$ cat src/rtl/truth_table_pkg.sv
// Shared types and constants for the truth-table probe: FSM states, row/code
// geometry, and the row-to-code-bit mapping (row 0 lands in the MSB).
package truth_table_pkg;
  localparam int ROWS   = 8;
  localparam int CODE_W = 8;
  localparam int ROW_W  = $clog2(ROWS);

  typedef enum logic [1:0] {IDLE, SETTLE, SAMPLE, DONE} state_t;

  function automatic logic [ROW_W-1:0] code_bit(input logic [ROW_W-1:0] row);
    return ROW_W'(CODE_W - 1) - row;
  endfunction
endpackage

$ cat src/rtl/truth_table_probe_settle_timer.sv
// Loadable down-counter that stops at zero; o_tc flags the last cycle of an interval.
module settle_timer #(
  parameter int CNT_W = 8
) (
  input  logic             clk,
  input  logic             rst_n,
  input  logic             i_load,
  input  logic [CNT_W-1:0] i_load_val,
  output logic [CNT_W-1:0] o_count,
  output logic             o_tc
);
  logic [CNT_W-1:0] r_count;

  always_ff @(posedge clk or negedge rst_n) begin
    if (!rst_n) begin
      r_count <= '0;
    end else if (i_load) begin
      r_count <= i_load_val;
    end else if (r_count != '0) begin
      r_count <= r_count - 1'b1;
    end
  end

  assign o_count = r_count;
  assign o_tc    = (r_count == '0);
endmodule

$ cat src/rtl/truth_table_probe.sv
// Sweeps all 8 input rows of a 3-input gate, sampling its output over a window
// per row, and reports the measured truth-table code plus an instability flag.
module truth_table_probe
  import truth_table_pkg::*;
#(
  parameter int SETTLE_CYCLES = 4,
  parameter int WINDOW        = 2
) (
  input  logic              clk,
  input  logic              rst_n,
  input  logic              start,
  input  logic              abort,
  input  logic              dut_out,
  output logic              in1,
  output logic              in2,
  output logic              in3,
  output logic              busy,
  output logic [CODE_W-1:0] code,
  output logic              unstable,
  output logic              code_valid,
  input  logic              code_ready
);
  // Timer is loaded with interval-1 so it reaches terminal count on the interval's last cycle
  localparam logic [7:0] SETTLE_LD = 8'(SETTLE_CYCLES - 1);
  localparam logic [7:0] WINDOW_LD = 8'(WINDOW - 1);

  state_t              r_state, w_next;
  logic [ROW_W-1:0]    r_row;
  logic [CODE_W-1:0]   r_code;
  logic                r_unstable;
  logic                r_code_valid;
  logic                w_load;
  logic [7:0]          w_load_val;
  logic [7:0]          w_count;
  logic                w_tc;
  logic                w_last_row;
  logic                w_first;
  logic [ROW_W-1:0]    w_bit;

  assign w_last_row = (r_row == ROW_W'(ROWS - 1));
  assign w_first    = (w_count == WINDOW_LD);
  assign w_bit      = code_bit(r_row);

  settle_timer #(.CNT_W(8)) u_timer (
    .clk        (clk),
    .rst_n      (rst_n),
    .i_load     (w_load),
    .i_load_val (w_load_val),
    .o_count    (w_count),
    .o_tc       (w_tc)
  );

  always_ff @(posedge clk or negedge rst_n) begin
    if (!rst_n) begin
      r_state <= IDLE;
    end else begin
      r_state <= w_next;
    end
  end

  always_comb begin
    w_next = r_state;
    case (r_state)
      IDLE:    if (start) w_next = SETTLE;
      SETTLE:  if (abort) w_next = IDLE;
               else if (w_tc) w_next = SAMPLE;
      SAMPLE:  if (abort) w_next = IDLE;
               else if (w_tc) w_next = w_last_row ? DONE : SETTLE;
      DONE:    if (r_code_valid && code_ready) w_next = IDLE;
      default: w_next = IDLE;
    endcase
  end

  always_comb begin
    {in1, in2, in3} = 3'b000;
    busy            = 1'b0;
    w_load          = 1'b0;
    w_load_val      = SETTLE_LD;
    case (r_state)
      IDLE: w_load = start;
      SETTLE: begin
        {in1, in2, in3} = r_row;
        busy            = 1'b1;
        if (w_tc) begin
          w_load     = 1'b1;
          w_load_val = WINDOW_LD;
        end
      end
      SAMPLE: begin
        {in1, in2, in3} = r_row;
        busy            = 1'b1;
        w_load          = w_tc && !w_last_row;
      end
      // busy stays up for the single DONE cycle before code_valid rises
      DONE:    busy = !r_code_valid;
      default: busy = 1'b0;
    endcase
  end

  always_ff @(posedge clk or negedge rst_n) begin
    if (!rst_n) begin
      r_row        <= '0;
      r_code       <= '0;
      r_unstable   <= 1'b0;
      r_code_valid <= 1'b0;
    end else begin
      r_code_valid <= (r_state == DONE) && !(r_code_valid && code_ready);
      case (r_state)
        IDLE: begin
          if (start) begin
            r_row      <= '0;
            r_code     <= '0;
            r_unstable <= 1'b0;
          end
        end
        SAMPLE: begin
          if (!abort) begin
            // First sample of the window defines the bit; later ones only flag disagreement
            if (w_first) begin
              r_code[w_bit] <= dut_out;
            end else if (dut_out != r_code[w_bit]) begin
              r_unstable <= 1'b1;
            end
            if (w_tc && !w_last_row) begin
              r_row <= r_row + 1'b1;
            end
          end
        end
        default: ;
      endcase
    end
  end

  assign code       = r_code;
  assign unstable   = r_unstable;
  assign code_valid = r_code_valid;
endmodule

$ cat config.mk
export PLATFORM = sky130hd
export DESIGN_NAME = truth_table_probe
export DESIGN_NICKNAME = d
export VERILOG_FILES = /design/src/rtl/truth_table_pkg.sv /design/src/rtl/truth_table_probe_settle_timer.sv /design/src/rtl/truth_table_probe.sv
export SDC_FILE = /design/constraint.sdc
export NUM_CORES = 1
export LEC_CHECK = 0
export BUFFER_PORTS_ARGS = -buffer_cell sky130_fd_sc_hd__buf_2
export CORE_MARGIN = 2
export CORE_UTILIZATION = 37
export DETAILED_ROUTE_END_ITERATION = 12
export GPL_ROUTABILITY_DRIVEN = 1
export GPL_TIMING_DRIVEN = 0
export HOLD_SLACK_MARGIN = 0.02
export PLACE_DENSITY = 0.67
export SETUP_SLACK_MARGIN = 0.05
export SKIP_LAST_GASP = 1
export SYNTH_ARGS = -nofsm -noshare
export SYNTH_HDL_FRONTEND = slang
export SYNTH_HIERARCHICAL = 1
export SYNTH_SLANG_ARGS = --single-unit
$ cat constraint.sdc
create_clock -name clk -period 2.4 [get_ports clk]
set_input_delay 0.48 -clock clk [delete_from_list [all_inputs] [get_ports clk]]
set_output_delay 0.48 -clock clk [all_outputs]
set_load 0.02 [all_outputs]
Yosys cells after proc, flatten, opt, wreduce, memory -nomap -nowiden. Cells that the tools add are included. W data, S select, Z words.

Register bits: 23. Logic and storage cells: 79. Input port bits: 6. Output and inout bits: 14.

Add/subtract/negate cells: 3. Reduce and logical (&&, ||, !) cells: 17. $lt $le $gt $ge: 2. Equality and inequality tests: 15. Mux-type cells: 36.

Operators with widths (number): $mux W8 (5); $mux W2 (9); $pmux W8 S2 (1); $ne A2 B2 Y1 const B (7); $reduce_and A4 Y1 (3); $mux W1 (10); $mux W3 (3); $bwmux W8 (1); $eq A8 B1 Y1 const B (1); $logic_not A8 Y1 (1); $pmux W2 S4 (1); $reduce_bool A8 Y1 (1); $sub A8 B1 Y8 const B (1); $ne A3 B3 Y1 const B (2); $pmux W3 S2 (1); $reduce_and A5 Y1 (1); $eq A2 B2 Y1 const B (2); $logic_and A1 B1 Y1 (4); $lt A3 B4 Y1 const B (1); $pmux W1 S2 (2); $reduce_bool A2 Y1 (2); $add A3 B1 Y3 const B (1); $bmux W1 S3 (1); $demux W1 S3 (1); 9 further kinds (11).

Longest topological paths before layout. Gate-level depths: netlist of the first run.

Depth in word-level cells: 9. Mapped depth: 10. Gate-level depth less buffers: 9.

Hierarchy. The synthesis of the first run kept the hierarchy.

By module, submodules not included: truth_table_probe (times used 1, area an instance 1123.6 um^2, sequential area each 375.4 um^2, cells an instance 114); settle_timer (times used 1, area an instance 476.7 um^2, sequential area each 200.2 um^2, cells an instance 54).

Worst setup path after synthesis of the first run. Ideal clock, no wire load.

Path kind: register -> register. Start: register u_timer.r_count[0], in the netlist u_timer/o_count[0]. End: register u_timer.r_count[4], in the netlist u_timer/o_count[4]. Setup slack: 0.052 ns. Library setup time: 0.079 ns. Path buffers: 2. Clock period less this slack: 2.348 ns. Required time: 2.321 ns. Arrival time: 2.269 ns. Stages on the path, launching flop included: 11. Cells stage by stage: dfrtp_1 inv_1 ha_1 or3b_1 clkbuf_2 nor2_1 o21ai_1 a21oi_1 dlygate4sd1_1 a21oi_1 a2bb2oi_1.

Longest elaborated chain between the ends: 4. Elaborated cells between the ends (all ways): 9. Those cells by class: add/sub (1); mux (4); reduce/logical (4).

Ends and longest elaborated chain: from (decl) (RTL line truth_table_probe_settle_timer.sv:12) `logic [CNT_W-1:0] r_count;`; from (signal assigned) (RTL line truth_table_probe_settle_timer.sv:18) `r_count <= i_load_val;`; from (signal assigned) (RTL line truth_table_probe_settle_timer.sv:20) `r_count <= r_count - 1'b1;`; $logic_not A8 Y1 (*) (RTL line truth_table_probe_settle_timer.sv:25) `assign o_tc = (r_count == '0);`; net w_tc (RTL line truth_table_probe.sv:35) `logic w_tc;`; $mux W1 / $logic_and A1 B1 Y1 (equally long branches) (RTL line truth_table_probe.sv:84, truth_table_probe.sv:92); $pmux W1 S3 (*) (RTL line truth_table_probe.sv:79) `case (r_state)`; net w_load (RTL line truth_table_probe.sv:32) `logic w_load;`; $mux W8 / $reduce_bool A2 Y1 (equally long branches).

Mark *: on every way through the listed nets, which the timed path passes. The rest lies on a longest branch. The select of a mux whose other input is x is not followed. A chain may end at the register's enable or synchronous reset.

Final worst setup path of the first run.
Start: register u_timer.r_count[0], in the netlist u_timer/o_count[0]. End: register r_row[1].

Longest elaborated chain between the ends: 4.

Ends and longest elaborated chain: $logic_not A8 Y1 (RTL line truth_table_probe_settle_timer.sv:25); net w_tc (RTL line truth_table_probe.sv:35); $logic_and A1 B1 Y1 (RTL line truth_table_probe.sv:124) `if (w_tc && !w_last_row) begin`; $ne A2 B2 Y1 (no source line); $reduce_and A4 Y1 (no source line); to (signal assigned) (RTL line truth_table_probe.sv:125) `r_row <= r_row + 1'b1;`; to (decl) (RTL line truth_table_probe.sv:28) `logic [ROW_W-1:0] r_row;`.

The timed path passes the listed nets, and every way through them passes these cells.

==> impl_metrics.toml, run 1 <==
[finish]
final_core_util = 0.466
diodes = 0
nFillCells = 406
instances_no_fill = 253
syn2layout_area_growth_pct = 19.0
regArea_um2 = 578
fin_nets = 219
drive_gt1_frac = 0.261
multiInputGateArea_um2 = 978

[floorplanning]
ioPinCount = 20
die_y_um = 69.8
start_util = 0.392
rows = 23
core_um2 = 4090
die_w_um = 69.8
die_area_um2 = 4870

[critical_path]
crit_family = "simple AND/OR/NAND/NOR gates"
worstPathMaxFanout = 7
startpoint_type = "flip-flop"
arrival_ns = 2.43
cp-end-kind = "flip-flop"
cp.required_ns = 2.55
worstPathCellList = "inv_2 -> ha_4 -> or3b_1 -> buf_6 -> nor2_4 -> nand2b_1 -> nor4b_4 -> buf_4 -> mux2i_1 -> o21ai_1"
critPathBufInv = 3
slowest_stage = "dfrtp_2"
worstSetupPathType = "reg2reg"
slowest_delay_ns = 0.44

[cts]
cts.sinks = 23
ctsHoldBuffers = 0
cts-root-buf = "clkbuf_8"
cts_made_buffers = 3
cts.clk_slew.worst_paths_ns = 0.08
cts_tree = "yes"
clk_latency_ns = 0.26
cts_max_level = 1
clockBufferDepth = 2

[power_and_ir_drop]
sw_frac_of_total = 0.432
power_density_nw_per_um2 = 941
seqPwrFrac = 0.348
intPower_mw = 1.02
clock_power_share = 0.137
p_sw_uw = 775
leakage_nw = 0.816
pwr-share-comb = 0.515
peakVddDrop_mv = 0.353
total_power_mw = 1.79

[logic_synthesis]
syn-cell-area_um2 = 1600
yosys.cell_count.top_type = "dfrtp_1"
ys_ff_latch = 23
yosys.cell_types.count = 47
syn_inst = 168
post-synth-top-area-cell = "dfrtp_1"
synth-edff-count = 0
synth_top_cell_area_share = 0.360
synthArstFlopShare = 1.00
synth_common_cells = "dfrtp_1 (23), nand2_1 (22), mux2i_1 (12), ha_1 (9), nor2_1 (9)"
synth_area_leaders = "dfrtp_1 (36%), mux2i_1 (7.5%), ha_1 (7.0%)"
avgSynthCellArea_um2 = 9.53
yosys_warnings = 6
synth_ff_type = "dfrtp_1"
yosysSeqAreaShare = 0.360

[place]
dp_hpwl_mm = 2.52
dp_slack_ns = -0.370
place_congestion = 0.758
portBuffers = 19
place_inst = 242

[timing]
min_period_ns = 2.27
drv_slew = 0
period_share = 0.947
slew_headroom = 0.648
fin_ws_ns = 0.126
fmax_mhz = 440
clock_skew_ns = 0.00161
tightest_slew_ns = 0.528
hold_violations = 0
setup_viol = 0
rsz0062_at_grt = "no"
fin_setup_tns_ns = 0

[route]
route.detailed.drc = 0
via_count = 1360
wl_per_cell_um = 14.1
drt_wl_total_mm = 3.56
vias_per_cell = 5.38
drt_iter0_drc = 114
drtPass1Iterations = 5
antenna_left = 0

[run]
drv_cap = 0

[grt]
grt_max_degree = 24
grt_pass1_vias = 1313
track_usage = 0.151
grt_overflow_total = 0
antenna_found_initial = 0
grt_pass1_wl_mm = 6.09

[status]
outcome = "finished, final reports clean"

[min_path]
hold_class = "in2async"
## placed cells by master, fill, tap and decap left out, types with 7 or more instances in the layout
| cell | Yosys | routed |
|---|---|---|
| ha_1 | 9 | 8 |
| mux2i_1 | 12 | 12 |
| conb_1 | 2 | 7 |
| nand2_1 | 22 | 22 |
| dfrtp_1 | 23 | 21 |
| buf_4 | 1 | 8 |
| nor2_1 | 9 | 8 |
| buf_2 | 0 | 20 |
## power by group through the flow
stage | combinational (mW) | clock (mW) | sequential (mW)
after global routing | 1.02 | 0.272 | 0.638
after global placement | 0.784 | 0 | 0.627
after detailed placement | 0.798 | 0 | 0.629
after floorplan | 0.624 | 0 | 0.610
after CTS | 0.811 | 0.257 | 0.623
final | 0.922 | 0.246 | 0.624
## layer usage
layer  vias up  track usage  part of all wire
li1        673            -                 -
met4         0       0.0449            0.0053
met2        25        0.249              0.50
met3         2       0.0218             0.033
met1       660        0.206              0.46
met5         -            0                 0
## state kept, by name, indices dropped and copies added (netlist names)
name / count
code: 8
u_timer/o_count: 8
r_row: 3
r_state: 2
code_valid: 1
unstable: 1
## final cells by class
| cell class | instances | share of cell area |
|---|---|---|
| Buffer | 8 | 0.0302 |
| Timing Repair Buffer | 26 | 0.0775 |
| Multi-Input combinational cell | 133 | 0.514 |
| Inverter | 9 | 0.0177 |
| Clock inverter | 1 | 0.00263 |
| Clock buffer | 3 | 0.0217 |
| Tap cell | 50 | 0.0329 |
| Sequential cell | 23 | 0.304 |
## worst paths after layout
path	from	endpoint	slack [ns]	cells past startpoint
hold / removal	rst_n	code[3]	0.18	1
max in group asynchronous	rst_n	u_timer/o_count[1]	1.84	1
setup reg to reg	u_timer/o_count[0]	r_row[1]	0.13	10
min in group clk	code_ready	code_valid	0.39	2
setup / recovery	u_timer/o_count[0]	r_row[1]	0.13	10
hold reg to reg	code_valid	code_valid	0.48	1
## cells by family after synthesis
family / after synthesis / synth area share
compound gates: 26 / 0.106
xor+xnor: 1 / 0.00547
fa+ha+maj: 9 / 0.0704
buf+inv: 17 / 0.0555
flops: 23 / 0.360
mux: 15 / 0.110
other cells: 2 / 0.00469
simple gates: 75 / 0.288
## stage by stage
step / hold slack, ns / area (um2)
after CTS: 0.201 / 1850
after floorplan: 0.184 / 1620
final: 0.183 / 1900
after global routing: 0.231 / 1900
after global placement: 0.479 / 1780
after detailed placement: 0.478 / 1780
## timing repair
item / 4_1_cts / 5_1_grt
buffers inserted: 2 / 5
endpoints found under the hold margin: 0 / 0
setup endpoints to repair: 12 / 12
gates resized for setup: 6 / 9
pin swaps: 2 / 1
Note: power is estimated with default switching activity, not from simulation.
==> run 2, diff against run 1 <==
Settings changed: ABC_AREA set to 1.
==> run 2 against run 1 <==
Against the previous run: global-route usage rose by 0.065 points; sequential power fell by 7.4%; final area fell by 2.6%; synthesized cell count rose by 42%; count of clock-buffer cells in the layout rose by 1; non-clock buffer count fell by 11; core utilization fell by 3.1 points; fmax rose by 7.7%; die area rose by 0.80%; sequential share of layout area rose by 0.68 points; combinational power fell by 10%; flip-flop and latch count did not move; critical path type unchanged.
==> impl_metrics.toml, run 2 <==
[logic_synthesis]
post-synth-top-area-cell = "dfrtp_1"
avgSynthCellArea_um2 = 6.78
synth_top_cell_area_share = 0.357
syn_inst = 238
yosys.cell_types.count = 26
synth_common_cells = "nand2_1 (69), inv_1 (34), nor2_1 (32), dfrtp_1 (23), nand3_1 (20)"
yosys_warnings = 6
ys_ff_latch = 23
yosysSeqAreaShare = 0.357
synth-edff-count = 0
synthArstFlopShare = 1.00
synth_area_leaders = "dfrtp_1 (36%), nand2_1 (16%), inv_1 (7.9%)"
yosys.cell_count.top_type = "nand2_1"
syn-cell-area_um2 = 1610
synth_ff_type = "dfrtp_1"

[route]
drt_wl_total_mm = 3.33
wl_per_cell_um = 10.5
wl_met1_mm = 1.50
drt_iter0_drc = 91
route.detailed.drc = 0
vias_per_cell = 4.63
drtPass1Iterations = 4
via_count = 1473
wl_met3_um = 130
top_layer_used = "met4"
antenna_left = 0
wl_met2_mm = 1.66

[cts]
cts_max_level = 1
clk_latency_ns = 0.27
ctsHoldBuffers = 0
clockBufferDepth = 2
cts.clk_slew.worst_paths_ns = 0.08
cts_tree = "yes"
cts-root-buf = "clkbuf_8"
cts_made_buffers = 3
cts.sinks = 23

[critical_path]
cp.required_ns = 2.56
crit_family = "simple AND/OR/NAND/NOR gates"
startpoint_type = "flip-flop"
path_depth = 12
ff2ff_path_depth = 12
arrival_ns = 2.27
slowest_stage = "dfrtp_1"
regToRegSetupSlack_ns = 0.29
reg2reg_from = "u_timer/o_count[0]"
worstSetupPathType = "reg2reg"
slowest_delay_ns = 0.40
worstPathMaxFanout = 10
worstPathCellList = "inv_1 -> ha_2 -> nand2_2 -> nor2_4 -> nand2_1 -> nor2_2 -> inv_1 -> a31oi_2 -> buf_4 -> o21ai_0 -> nand2_1 -> o21ai_2"
cp-end-kind = "flip-flop"
worst_r2r_endpoint = "u_timer/o_count[0]"
critPathBufInv = 3

[finish]
instances_no_fill = 318
syn2layout_area_growth_pct = 14.9
layout_commonest_cell = "nand2_1"
diodes = 0
drive_gt1_frac = 0.173
mostFrequentLayoutCells = "nand2_1 (69), inv_1 (34), nor2_1 (31)"
fin_nets = 282

[timing]
slew_headroom = 0.638
hold_violations = 0
clock_skew_ns = 0.00237
min_period_ns = 2.11
fin_setup_tns_ns = 0
hold_ws_ns = 0.183
tightest_slew_ns = 0.544
fmax_mhz = 474
period_share = 0.879
fin_ws_ns = 0.289
setup_viol = 0
rsz0062_at_grt = "no"
drv_slew = 0

[power_and_ir_drop]
power_density_nw_per_um2 = 891
total_power_mw = 1.65
leakage_nw = 1.02
peakVddDrop_mv = 0.344

[status]
outcome = "finished, final reports clean"

[place]
place_inst = 314
portBuffers = 19
dp_hpwl_mm = 2.53
dp_slack_ns = 0.0918
place_congestion = 0.817

[grt]
track_usage = 0.152
antenna_found_initial = 0
grt_pass1_vias = 1394
grt_overflow_total = 0
grt_pass1_wl_mm = 6.16
grt_max_degree = 24

[run]
drv_cap = 0

[floorplanning]
start_util = 0.379
ioPinCount = 20
die_w_um = 70.0
rows = 24
die_y_um = 70.0
core_um2 = 4260
die_area_um2 = 4910

[min_path]
hold_class = "in2async"
==> run 2: cell count changes after synthesis, moves of 5 or more <==
| cell | change |
|---|---|
| nor4_2 | -6 |
| o21ai_0 | +13 |
| nand3_1 | +18 |
| o21ai_2 | +5 |
| nor2_1 | +23 |
| inv_1 | +27 |
| mux2i_1 | -12 |
| nand2_1 | +47 |
| nor3_1 | -5 |
==> run 2: worst max-delay path by stage <==
stage                               to          startpoint  slack [ns]
floorplan           u_timer/o_count[0]  u_timer/o_count[0]        0.39
global placement    u_timer/o_count[0]  u_timer/o_count[0]        0.11
detailed placement  u_timer/o_count[0]  u_timer/o_count[0]        0.09
CTS                 u_timer/o_count[0]  u_timer/o_count[0]        0.08
global route        u_timer/o_count[1]  u_timer/o_count[0]        0.02
finish              u_timer/o_count[0]  u_timer/o_count[0]        0.29
==> run 2: cells by family (layout without fill, tap and decap cells) <==
| logic type | Yosys count | in the layout | synth area share |
|---|---|---|---|
| DFF | 23 | 23 | 0.357 |
| buffers and inverters | 41 | 64 | 0.104 |
| other | 2 | 7 | 0.00465 |
| xor gates and xnor gates | 2 | 2 | 0.0109 |
| and+or+nand+nor | 133 | 133 | 0.353 |
| AOI/OAI and AO/OA | 28 | 28 | 0.101 |
| adders and majority gates | 9 | 9 | 0.0698 |
==> run 2: final cells by class <==
type                       count  area (um2)
buffer                         4        31.3
clock buffer                   4        45.0
fill                         445        2410
inverter                      37         139
multi-input combinational    179         903
sequential                    23         576
tap                           52        65.1
timing repair buffer          19        95.1
==> run 2: stage by stage <==
step	cell area [um2]	util
floorplan	1630	-
global placement	1790	0.420
detailed placement	1790	0.420
CTS	1840	0.431
global route	1850	0.435
finish	1850	0.435
==> run 2: power breakdown <==
part / switching [mW] / internal [mW] / leakage [nW]
clock: 0.129 / 0.119 / 0.0228
combinational: 0.514 / 0.313 / 0.700
sequential: 0.0997 / 0.478 / 0.302
==> run 2: routing by layer <==
layer	vias to the layer above	global-route usage
li1	786	-
met1	660	0.198
met2	22	0.255
met3	5	0.0245
met4	0	0.0534
met5	-	0
==> run 2: timing repair <==
action / 4_1_cts / 5_1_grt
buffers inserted: 0 / 0
gates resized for setup: 0 / 6
endpoints found under the setup margin: 0 / 8
==> run 3, diff against run 2 <==
Settings changed: PLACE_DENSITY 0.67 to 0.57, SLEW_MARGIN set to 30.
==> run 3 against run 2 <==
Against the previous run: final area increased by 0.74%; via count increased by 0.48%; first-iteration DRC count increased by 18%; combinational power increased by 2.9%; setup slack improved by 0.053 ns; fmax increased by 2.6%.
==> impl_metrics.toml, run 3 (same netlist as run 2, synthesis figures left out) <==
[power_and_ir_drop]
peakVddDrop_mv = 0.533
power_density_nw_per_um2 = 900
leakage_nw = 1.03

[critical_path]
cp.required_ns = 2.56
worstSetupPathType = "reg2reg"
reg2reg_from = "u_timer/o_count[0]"
slowest_delay_ns = 0.41
crit_family = "simple AND/OR/NAND/NOR gates"
startpoint_type = "flip-flop"
critPathBufInv = 3
regToRegSetupSlack_ns = 0.34
cp-end-kind = "flip-flop"
ff2ff_path_depth = 12
arrival_ns = 2.22
worstPathCellList = "inv_1 -> ha_4 -> nand2_2 -> nor2_4 -> nand2_1 -> nor2_2 -> inv_1 -> a31oi_2 -> buf_6 -> o21ai_0 -> nand2_1 -> o21ai_2"
worst_r2r_endpoint = "u_timer/o_count[0]"
path_depth = 12
worstPathMaxFanout = 10
slowest_stage = "dfrtp_1"

[timing]
clock_skew_ns = 0.00342
fin_setup_tns_ns = 0
fmax_mhz = 486
drv_slew = 0
setup_viol = 0
min_period_ns = 2.06
period_share = 0.857
hold_ws_ns = 0.184
slew_headroom = 0.639
tightest_slew_ns = 0.542
hold_violations = 0
rsz0062_at_grt = "no"

[finish]
final_core_util = 0.438
syn2layout_area_growth_pct = 15.7
final_area_um2 = 1870
regArea_um2 = 576
multiInputGateArea_um2 = 913
diodes = 0
drive_gt1_frac = 0.173
fin_nets = 282
layout_commonest_cell = "nand2_1"
mostFrequentLayoutCells = "nand2_1 (69), inv_1 (34), nor2_1 (31)"
nFillCells = 453

[cts]
clockBufferDepth = 2
clk_latency_ns = 0.27
cts.sinks = 23
cts_max_level = 1
cts_setup_buffers = 0
cts-root-buf = "clkbuf_8"
ctsHoldBuffers = 0
cts_made_buffers = 3
cts.clk_slew.worst_paths_ns = 0.09
cts_tree = "yes"

[floorplanning]
die_w_um = 70.0
die_y_um = 70.0
rows = 24
start_util = 0.379
ioPinCount = 20
core_um2 = 4260
die_area_um2 = 4910

[grt]
track_usage = 0.155
grt_max_degree = 24
grt_pass1_vias = 1367
grt_pass1_wl_mm = 6.24
antenna_found_initial = 0
grt_overflow_total = 0

[run]
drv_cap = 0

[place]
place_area_um2 = 1790
dp_hpwl_mm = 2.58
portBuffers = 19
place_congestion = 0.833

[route]
antenna_left = 0
drtPass1Iterations = 5
vias_per_cell = 4.65
drt_wl_total_mm = 3.44
wl_per_cell_um = 10.8
route.detailed.drc = 0
drt_iter0_drc = 107
via_count = 1480

[min_path]
hold_class = "in2async"

[status]
outcome = "finished, final reports clean"
## run 3: cell count changes in the layout (fill, tap and decap cells not counted)
| cell | change |
|---|---|
| ha_2 | -1 |
| ha_4 | +1 |
| buf_4 | -1 |
| buf_6 | +1 |
## run 3: repair_timing
| action | 4_1_cts | 5_1_grt |
|---|---|---|
| gates resized for setup | 1 | 6 |
| pin swaps | 0 | 0 |
| endpoints found under the setup margin | 2 | 8 |
| gates cloned | 0 | 0 |
## run 3: layout make-up
| cell class | instances | area share |
|---|---|---|
| Multi-Input combinational cell | 179 | 0.489 |
| Sequential cell | 23 | 0.308 |
| Inverter | 37 | 0.0743 |
| Timing Repair Buffer | 19 | 0.0509 |
| Tap cell | 52 | 0.0348 |
| Clock buffer | 4 | 0.0241 |
| Buffer | 4 | 0.0188 |
## run 3: metrics by stage
step | total power, mW | std cells | setup WS [ns]
final | 1.68 | 318 | 0.342
after global placement | 1.40 | 314 | 0.0682
after CTS | 1.67 | 318 | 0.0926
after floorplan | 1.22 | 243 | 0.389
after detailed placement | 1.41 | 314 | 0.0601
after global routing | 1.88 | 318 | 0.0724
## run 3: per-layer routing
layer,vias to the layer above,global-route usage,part of all wire
met3,2,0.0361,0.043
met2,25,0.265,0.48
met5,-,0,0
met1,670,0.207,0.48
met4,0,0.0192,0.0044
li1,783,-,-
## run 3: worst max-delay path by stage
stage                            start                 end  slack (ns)
floorplan           u_timer/o_count[0]  u_timer/o_count[0]        0.39
global placement    u_timer/o_count[0]  u_timer/o_count[0]        0.07
detailed placement  u_timer/o_count[0]  u_timer/o_count[1]        0.06
CTS                 u_timer/o_count[0]  u_timer/o_count[1]        0.09
global route        u_timer/o_count[0]  u_timer/o_count[1]        0.07
finish              u_timer/o_count[0]  u_timer/o_count[0]        0.34
## run 3: report_power, final
group | total, mW | leakage [nW] | internal (mW) | switching [mW]
logic | 0.851 | 0.703 | 0.328 | 0.523
registers | 0.577 | 0.302 | 0.479 | 0.0980
clock network | 0.253 | 0.0228 | 0.119 | 0.134
## run 3: worst register-to-register path, stage by stage (launching register included)
cell and delay (ns):
dfrtp_1 0.41, inv_1 0.15, ha_4 0.19, nand2_2 0.08, nor2_4 0.20, nand2_1 0.11
nor2_2 0.16, inv_1 0.07, a31oi_2 0.19, buf_6 0.18, o21ai_0 0.09, nand2_1 0.08
o21ai_2 0.05
